<file path="src/rtl/result_drain.sv">
`default_nettype none
// ============================================================================
// Module      : result_drain
// Description : Snapshots the accumulator vector on capture, requantises each
//               row (round-half-up shift + saturate) and streams rows out.
// Revision    : 1.0 - initial release
// ============================================================================
module result_drain #(
    parameter int DW    = 8,
    parameter int ROWS  = 12,
    parameter int ACC_W = 16,
    parameter int ROW_W = 4,
    parameter int SH_W  = 4
) (
    input  logic                  clk,
    input  logic                  rst_n,
    input  logic                  capture,
    input  logic [ROWS*ACC_W-1:0] result_flat,
    input  logic [SH_W-1:0]       shift,
    input  logic                  clr_err,
    output logic                  out_valid,
    input  logic                  out_ready,
    output logic [DW-1:0]         out_data,
    output logic [ROW_W-1:0]      out_idx,
    output logic                  out_last,
    output logic                  busy,
    output logic                  overrun
);

    typedef enum logic [0:0] {
        ST_IDLE  = 1'b0,
        ST_DRAIN = 1'b1
    } state_t;

    localparam logic [ROW_W-1:0]       c_last_idx = ROW_W'(ROWS - 1);
    localparam logic signed [ACC_W:0]  c_sat_max  = (ACC_W+1)'(2**(DW-1) - 1);
    localparam logic signed [ACC_W:0]  c_sat_min  = ~c_sat_max;
    localparam logic signed [ACC_W:0]  c_one      = (ACC_W+1)'(1);

    state_t                  r_state;
    state_t                  w_state_nxt;
    logic [ROW_W-1:0]        r_idx;
    logic [ROW_W-1:0]        w_idx_nxt;
    logic [SH_W-1:0]         r_shift;
    logic                    r_overrun;
    logic                    w_load;
    logic                    w_ovr_set;
    logic                    w_drain;
    logic                    w_is_last;
    logic signed [ACC_W-1:0] r_snap [ROWS];
    logic signed [ACC_W-1:0] w_rows [ROWS];
    logic signed [ACC_W:0]   w_val;
    logic signed [ACC_W:0]   w_rnd;
    logic signed [ACC_W:0]   w_sum;
    logic signed [ACC_W:0]   w_q;
    logic [DW-1:0]           w_data;

    generate
        for (genvar g = 0; g < ROWS; g++) begin : g_unpack
            assign w_rows[g] = result_flat[g*ACC_W +: ACC_W];
        end
    endgenerate

    assign w_drain   = (r_state == ST_DRAIN);
    assign w_is_last = (r_idx == c_last_idx);

    always_comb begin
        w_state_nxt = r_state;
        w_idx_nxt   = r_idx;
        w_load      = 1'b0;
        w_ovr_set   = 1'b0;
        case (r_state)
            ST_IDLE: begin
                if (capture) begin
                    w_load      = 1'b1;
                    w_idx_nxt   = '0;
                    w_state_nxt = ST_DRAIN;
                end
            end
            ST_DRAIN: begin
                if (out_ready && w_is_last) begin
                    // A capture on the final handshake starts the next vector with no bubble
                    w_idx_nxt = '0;
                    if (capture) begin
                        w_load = 1'b1;
                    end else begin
                        w_state_nxt = ST_IDLE;
                    end
                end else begin
                    if (out_ready) begin
                        w_idx_nxt = r_idx + ROW_W'(1);
                    end
                    w_ovr_set = capture;
                end
            end
            default: begin
                w_state_nxt = ST_IDLE;
                w_idx_nxt   = '0;
            end
        endcase
    end

    always_ff @(posedge clk or negedge rst_n) begin
        if (!rst_n) begin
            r_state   <= ST_IDLE;
            r_idx     <= '0;
            r_shift   <= '0;
            r_overrun <= 1'b0;
            for (int i = 0; i < ROWS; i++) begin
                r_snap[i] <= '0;
            end
        end else begin
            r_state <= w_state_nxt;
            r_idx   <= w_idx_nxt;
            if (w_ovr_set) begin
                r_overrun <= 1'b1;
            end else if (clr_err) begin
                r_overrun <= 1'b0;
            end
            if (w_load) begin
                r_shift <= shift;
                for (int i = 0; i < ROWS; i++) begin
                    r_snap[i] <= w_rows[i];
                end
            end
        end
    end

    // One extra bit of headroom keeps the rounding add from wrapping
    always_comb begin
        w_val = {r_snap[r_idx][ACC_W-1], r_snap[r_idx]};
        w_rnd = '0;
        if (r_shift != '0) begin
            w_rnd = c_one <<< (r_shift - SH_W'(1));
        end
        w_sum = w_val + w_rnd;
        w_q   = w_sum >>> r_shift;
        if (w_q > c_sat_max) begin
            w_data = c_sat_max[DW-1:0];
        end else if (w_q < c_sat_min) begin
            w_data = c_sat_min[DW-1:0];
        end else begin
            w_data = w_q[DW-1:0];
        end
    end

    assign out_valid = w_drain;
    assign busy      = w_drain;
    assign out_idx   = w_drain ? r_idx : '0;
    assign out_last  = w_drain && w_is_last;
    assign out_data  = w_drain ? w_data : '0;
    assign overrun   = r_overrun;

endmodule
`default_nettype wire

</file>
<file path="config.mk">
export PLATFORM = sky130hd
export DESIGN_NAME = result_drain
export DESIGN_NICKNAME = d
export VERILOG_FILES = /design/src/rtl/result_drain.sv
export SDC_FILE = /design/constraint.sdc
export NUM_CORES = 1
export LEC_CHECK = 0
export CAP_MARGIN = 20
export CORE_UTILIZATION = 57
export CTS_CLUSTER_DIAMETER = 100
export DETAILED_ROUTE_END_ITERATION = 10
export PLACE_DENSITY = 0.87
export SYNTH_ARGS = -nofsm -noshare
export SYNTH_HDL_FRONTEND = slang
export SYNTH_SLANG_ARGS = --single-unit
export TNS_END_PERCENT = 100
</file>
<file path="constraint.sdc">
create_clock -name clk -period 16.98 [get_ports clk]
set_input_delay 2.547 -clock clk [delete_from_list [all_inputs] [get_ports clk]]
set_output_delay 2.547 -clock clk [all_outputs]
set_load 0.01 [all_outputs]
</file>
==> results.cfg, run 1 <==
[status]
status = finished clean

[place]
io_buffers = 216
hpwl_um = 20700
gp_congestion = 0.945
pre_cts_ws_ns = 8.30

[die]
die-area_sq_um = 19800
die_x_um = 141
fp.coreArea_sq_um = 18800
die_h_um = 141
num_rows = 50
initial_utilization = 0.584
io_pins = 217

[clock_tree]
clock_latency_ns = 0.52
cts_buffers = 22
htreeDepth = 1
path_clk_slew_ns = 0.07
ctsRootBufferMaster = clkbuf_16
cts_hold_buf = 0
post-cts-setup-buffer-count = 0
cts_tree = built
ctsResizeCount = 0
cts.path.max_buffers = 3
clock_sinks = 202

[grt]
overflow = 0
grt_usage = 0.309
antenna_found_initial = 2
grt_pass1_wl_um = 46800
grt_max_degree = 199
grt_pass1_vias = 8470

[worst_setup_path]
critPathCaptureType = output pin
cp_cell_sequence = buf_4 > mux4_2 > mux2i_1 > o21ai_0 > ha_1 > inv_1 > fa_1 > nand2b_1 > a21o_1 > a31o_2 > o21ai_1 > xnor2_1 > nand3_1 > o31ai_1 > a211oi_1 > a41oi_1 > o41ai_1 > clkdlybuf4s50_1
slowest_stage = dfrtp_4
cp-startpoint = r_idx[0]
arrival_ns = 6.73
cp.required_ns = 14.43
reg2reg_from = r_idx[1]
worst-r2r-cell-count = 6
timing.rr.end = r_snap[9]
slowest_delay_ns = 0.73
path_class = flop to output pin
crit_fanout = 30
startpoint_type = flop
reg2reg_setup_slack_ns = 13.69

[cells_and_area]
finalCoreUtilization = 0.749
area_growth_pct = 28.3
drive_gt1_frac = 0.294
nNetsFinal = 1269

[yosys]
synth_compound_area_frac = 0.0886
yosysTopAreaCellShare = 0.461
ys_ff_latch = 202
synth_cell_types = 67
synthFlopType = dfrtp_1
synth_top_family_by_area = multiplexers
netlist_top_cells_area = dfrtp_1 (46%), mux2_2 (20%), mux4_2 (10%)
yosys.area.top_type = dfrtp_1
synthXorXnorAreaFrac = 0.0119
ys_warn_count = 0
async_reset_ff_frac = 1.00
synthAdderAreaFrac = 0.0212
synth-simple-area-share = 0.0548
netlist_instances = 862
syn_area_sq_um = 11000
avgSynthCellArea_sq_um = 12.7
synth_edf_count = 0
yosys-mux-area-fraction = 0.336
yosysSeqAreaShare = 0.461
synth_nets = 1081

[routing]
vias = 7986
drc_errors = 0
drtPass1Iterations = 5
vias_per_cell = 6.15
drtAntennaViolNets = 0
drtIter0Drc = 586
finalWirelength_um = 29400
wl_per_cell_um = 22.6

[hold_path]
holdPathEnd = r_snap[78]
hold_depth = 1
min_path_type = flop to flop
min_from = r_snap[78]

[sta]
rsz0062_at_grt = false
fin_tns_setup_ns = 0
fmax_ghz = 0.108
fin_crit_ns = 9.28
hold_viol_final = 0
finalCritPeriodShare = 0.546
slew_headroom = 0.249
finalSetupViolations = 0
finClkSkew_ns = 0.0112
worstMarginPinSlew_ns = 1.13
slew_violations = 0
setup_slack_ns = 7.70

[power]
p_leak_nw = 5.84
irDropWorstVdd_uv = 126
pwr_density_cell_nw_per_um2 = 219

[run]
drv_cap = 0
## area by class of cell
type | instances | area, sq um
multi-input cells | 589 | 5640
flip-flops and latches | 202 | 5060
fillers | 1167 | 4710
repair buffers | 226 | 2250
clock buffers | 28 | 633
well taps | 234 | 293
clock inverters | 9 | 150
inverters | 9 | 33.8
diodes | 1 | 2.50
## synthesized netlist by cell type, types with 8 or more instances
| library cell | n |
|---|---|
| a211oi_1 | 9 |
| a21o_1 | 8 |
| o21ai_1 | 9 |
| o21ai_0 | 29 |
| inv_1 | 9 |
| xnor2_1 | 10 |
| nand2b_1 | 8 |
| mux2i_1 | 32 |
| nor2_1 | 41 |
| nand2_1 | 49 |
| clkbuf_1 | 48 |
| a21oi_1 | 34 |
| dfrtp_1 | 202 |
| mux2_2 | 197 |
| o211ai_1 | 10 |
| ha_1 | 17 |
| mux4_2 | 51 |
| buf_1 | 9 |
## layout by cell type, fill, tap and decap left out, types with 3 or more instances in the layout
| cell | synthesis | layout |
|---|---|---|
| clkbuf_8 | 0 | 7 |
| xnor2_1 | 10 | 10 |
| a211oi_1 | 9 | 9 |
| nand4_1 | 3 | 3 |
| o21a_1 | 3 | 3 |
| a31oi_1 | 3 | 3 |
| mux4_2 | 51 | 51 |
| buf_4 | 1 | 9 |
| and2_1 | 5 | 5 |
| ha_1 | 17 | 17 |
| o21ai_0 | 29 | 29 |
| nand2b_1 | 8 | 8 |
| o21ai_1 | 9 | 9 |
| o22ai_1 | 3 | 3 |
| mux2i_1 | 32 | 32 |
| mux2_2 | 197 | 197 |
| dfrtp_1 | 202 | 200 |
| nand3_1 | 5 | 5 |
| clkinv_2 | 0 | 3 |
| a211o_1 | 3 | 3 |
| nor2_1 | 41 | 41 |
| o211ai_1 | 10 | 10 |
| clkdlybuf4s50_1 | 0 | 215 |
| nand2_1 | 49 | 49 |
| bufinv_16 | 0 | 3 |
| a21o_1 | 8 | 8 |
| nor3_1 | 6 | 6 |
| inv_1 | 9 | 9 |
| o21bai_1 | 3 | 3 |
| a21oi_1 | 34 | 33 |
| clkbuf_16 | 0 | 22 |
| xor2_1 | 3 | 3 |
| a31o_2 | 5 | 5 |
## through the flow
step           hold WS, ns  power (mW)  area (sq um)  instances
6_report             0.503        3.08         14100       1298
5_1_grt              0.511        3.27         14100       1297
4_1_cts              0.505        3.08         14100       1297
3_5_place_dp         0.492        2.55         13300       1260
3_3_place_gp         0.484        2.52         13300       1260
2_1_floorplan        0.475        2.04         11000        862
## power by group
part	total (mW)	internal [mW]	leakage [nW]	switching (mW)
Combinational	1.69	0.852	2.99	0.838
Clock	0.510	0.310	0.380	0.200
Sequential	0.884	0.715	2.47	0.169
## sequential cells by signal, summed over array words and instances (netlist names)
register and cells:
r_snap 192, busy 1, overrun 1, r_shift 4, r_idx 4
## metal layers
layer / vias up / routed length, um / GRT usage
li1: 3598 / - / -
met1: 4024 / 11800 / 0.400
met2: 303 / 14600 / 0.522
met3: 57 / 2060 / 0.0690
met4: 4 / 879 / 0.0910
met5: - / 23 / 0
## cells by family (layout without fill, tap and decap cells)
group,Yosys count,count (layout)
XOR/XNOR,14,14
other,1,2
multiplexers,280,280
AO/OA/AOI/OAI,145,145
flip-flops,202,202
AND/OR/NAND/NOR,131,131
buffers and inverters,71,272
adder cells (fa/ha/maj),18,18
## worst max path at each step
stage,to,slack [ns]
6_report,out_data[2],7.70
4_1_cts,out_data[2],7.72
5_1_grt,out_data[2],7.19
3_5_place_dp,out_data[2],8.30
2_1_floorplan,out_data[2],9.74
3_3_place_gp,out_data[2],8.37
## worst max-delay path: cells and delay by family (launching register included)
| family | cells | cell delay [ns] |
|---|---|---|
| compound gates | 8 | 2.46 |
| xor+xnor | 1 | 0.28 |
| fa+ha+maj | 2 | 0.64 |
| buf+inv | 3 | 1.27 |
| flops | 1 | 0.73 |
| mux | 2 | 0.42 |
| simple gates | 2 | 0.39 |
Note: power is estimated with default switching activity, not from simulation.
==> run 2, diff against run 1 <==
--- a/config.mk
+++ b/config.mk
@@ -6,10 +6,10 @@
 export NUM_CORES = 1
 export LEC_CHECK = 0
 export CAP_MARGIN = 20
-export CORE_UTILIZATION = 57
+export CORE_UTILIZATION = 53
 export CTS_CLUSTER_DIAMETER = 100
 export DETAILED_ROUTE_END_ITERATION = 10
-export PLACE_DENSITY = 0.87
+export PLACE_DENSITY = 0.82
 export SYNTH_ARGS = -nofsm -noshare
 export SYNTH_HDL_FRONTEND = slang
 export SYNTH_SLANG_ARGS = --single-unit
==> constraint.sdc (replaced) <==
create_clock -name clk -period 8.59 [get_ports clk]
set_input_delay 1.2885 -clock clk [delete_from_list [all_inputs] [get_ports clk]]
set_output_delay 1.2885 -clock clk [all_outputs]
set_load 0.01 [all_outputs]
==> run 2 against run 1 <==
Net effect: critical path depth shrank 2; utilization shrank 5.3 points; clock power grew 85%; routed wire length shrank 2.4%; first-iteration DRC count shrank 20%; largest power group unchanged.
==> results.cfg, run 2 (synthesis gave the netlist of run 1 again) <==
[worst_setup_path]
startpoint_type = flop
crit_path_end = out_data[2]
worst-r2r-cell-count = 7
cp.required_ns = 7.30
critPathCaptureType = output pin
reg2reg_setup_slack_ns = 4.33
cp_cell_sequence = buf_4 > mux4_2 > nand2_1 > o21ai_0 > ha_1 > o211ai_1 > o21ai_0 > a21oi_1 > xnor2_1 > a22oi_1 > o211ai_1 > o31ai_1 > a211oi_1 > a41oi_1 > o41ai_1 > clkdlybuf4s50_1
slowest_delay_ns = 0.87
arrival_ns = 6.42
path_class = flop to output pin
reg2reg_from = r_idx[0]
slowest_stage = dfrtp_4
cp-startpoint = r_idx[0]
timing.rr.end = r_snap[164]
crit_fanout = 35

[place]
hpwl_um = 20700
pre_cts_ws_ns = 1.53
io_buffers = 216
post-place-cells = 1297
place_area_sq_um = 13300
gp_congestion = 0.947

[cells_and_area]
mostFrequentLayoutCells = clkdlybuf4s50_1 (215), dfrtp_1 (200), mux2_2 (197)
reg_top3 = r_snap x192, r_idx x4, r_shift x4
nFillCells = 1435
area_growth_pct = 28.5
finalInstanceArea_sq_um = 14100
final_common_cell = clkdlybuf4s50_1
regArea_sq_um = 5060
drive_gt1_frac = 0.289
finalCoreUtilization = 0.696
layout.cells.non_filler = 1341
nNetsFinal = 1272
multi_input_area_sq_um = 5640
top_register = r_snap
largest_reg_flops = 192

[clock_tree]
ctsResizeCount = 0
path_clk_slew_ns = 0.06
post-cts-setup-buffer-count = 0
cts_buffers = 23
clock_latency_ns = 0.53
clock_sinks = 202
cts.path.max_buffers = 3
cts_tree = built
ctsRootBufferMaster = clkbuf_16
htreeDepth = 1
cts_hold_buf = 0

[power]
power.net_switching_mw = 2.36
irDropWorstVdd_uv = 205
pwr_density_cell_nw_per_um2 = 427
sw_frac_of_total = 0.392
seqPwrFrac = 0.294
power_frac_clock = 0.157
p_comb_frac = 0.549
intPower_mw = 3.66
power_mw = 6.01
p_leak_nw = 5.84

[sta]
finClkSkew_ns = 0.0172
hold_viol_final = 0
whs_ns = 0.501
worstMarginPinSlew_ns = 1.08
slew_headroom = 0.279
finalCritPeriodShare = 0.897
slew_violations = 0
finalSetupViolations = 0
fin_crit_ns = 7.70
fmax_ghz = 0.130
rsz0062_at_grt = false
fin_tns_setup_ns = 0
setup_slack_ns = 0.886

[hold_path]
min_path_type = flop to flop

[routing]
drc_errors = 0
drtPass1Iterations = 5
drtAntennaViolNets = 0
finalWirelength_um = 28700
wl_per_cell_um = 21.4
vias_per_cell = 5.91
drtIter0Drc = 468
vias = 7922

[grt]
use_met1 = 0.346
grt_pass1_vias = 8579
overflow = 0
grt_usage = 0.281
grt_max_degree = 125
gr-usage-met2 = 0.474
grt_pass1_wl_um = 46300
antenna_found_initial = 5
grt.busiest_layer = met2
grt_use_met3 = 0.0740

[run]
drv_cap = 0

[die]
die-area_sq_um = 21300
num_rows = 52
initial_utilization = 0.542
fp.coreArea_sq_um = 20200
die_x_um = 146
die_h_um = 146
io_pins = 217

[status]
status = finished clean
## run 2: final cells by class
class / count / share of cell area
multi-input combinational: 589 / 0.400
sequential: 202 / 0.359
antenna: 2 / 0.000355
clock inverter: 6 / 0.00498
clock buffer: 35 / 0.0462
timing repair buffer: 228 / 0.163
tap: 270 / 0.0240
inverter: 9 / 0.00240
## run 2: metal layers
| layer | wire (um) | vias up | share of wire |
|---|---|---|---|
| met5 | 81 | - | 0.0028 |
| li1 | - | 3607 | - |
| met3 | 2040 | 62 | 0.071 |
| met2 | 14300 | 261 | 0.50 |
| met4 | 973 | 4 | 0.034 |
| met1 | 11300 | 3988 | 0.39 |
## run 2: how the worst min path moves through the flow
stage	start	end	slack (ns)	depth (start not counted)
2_1_floorplan	r_snap[1]	r_snap[1]	0.47	1
3_5_place_dp	r_snap[25]	r_snap[25]	0.49	1
4_1_cts	r_snap[65]	r_snap[65]	0.50	1
5_1_grt	r_snap[39]	r_snap[39]	0.52	1
3_3_place_gp	r_snap[150]	r_snap[150]	0.48	1
6_report	r_snap[133]	r_snap[133]	0.50	1
## run 2: power groups by stage
stage | Sequential (mW) | Combinational [mW] | Clock [mW]
CTS | 1.77 | 3.28 | 0.961
floorplan | 1.57 | 2.46 | 0
global route | 1.84 | 3.55 | 1.00
detailed placement | 1.78 | 3.25 | 0
global placement | 1.76 | 3.21 | 0
finish | 1.77 | 3.30 | 0.943
## run 2: worst max-delay path, delay by kind of cell (launching register included)
| family | cells | cell delay, ns |
|---|---|---|
| flip-flops | 1 | 0.87 |
| adder cells (fa/ha/maj) | 1 | 0.39 |
| buffers and inverters | 2 | 1.01 |
| AND/OR/NAND/NOR | 1 | 0.12 |
| multiplexers | 1 | 0.55 |
| AO/OA/AOI/OAI | 10 | 2.57 |
| XOR/XNOR | 1 | 0.36 |
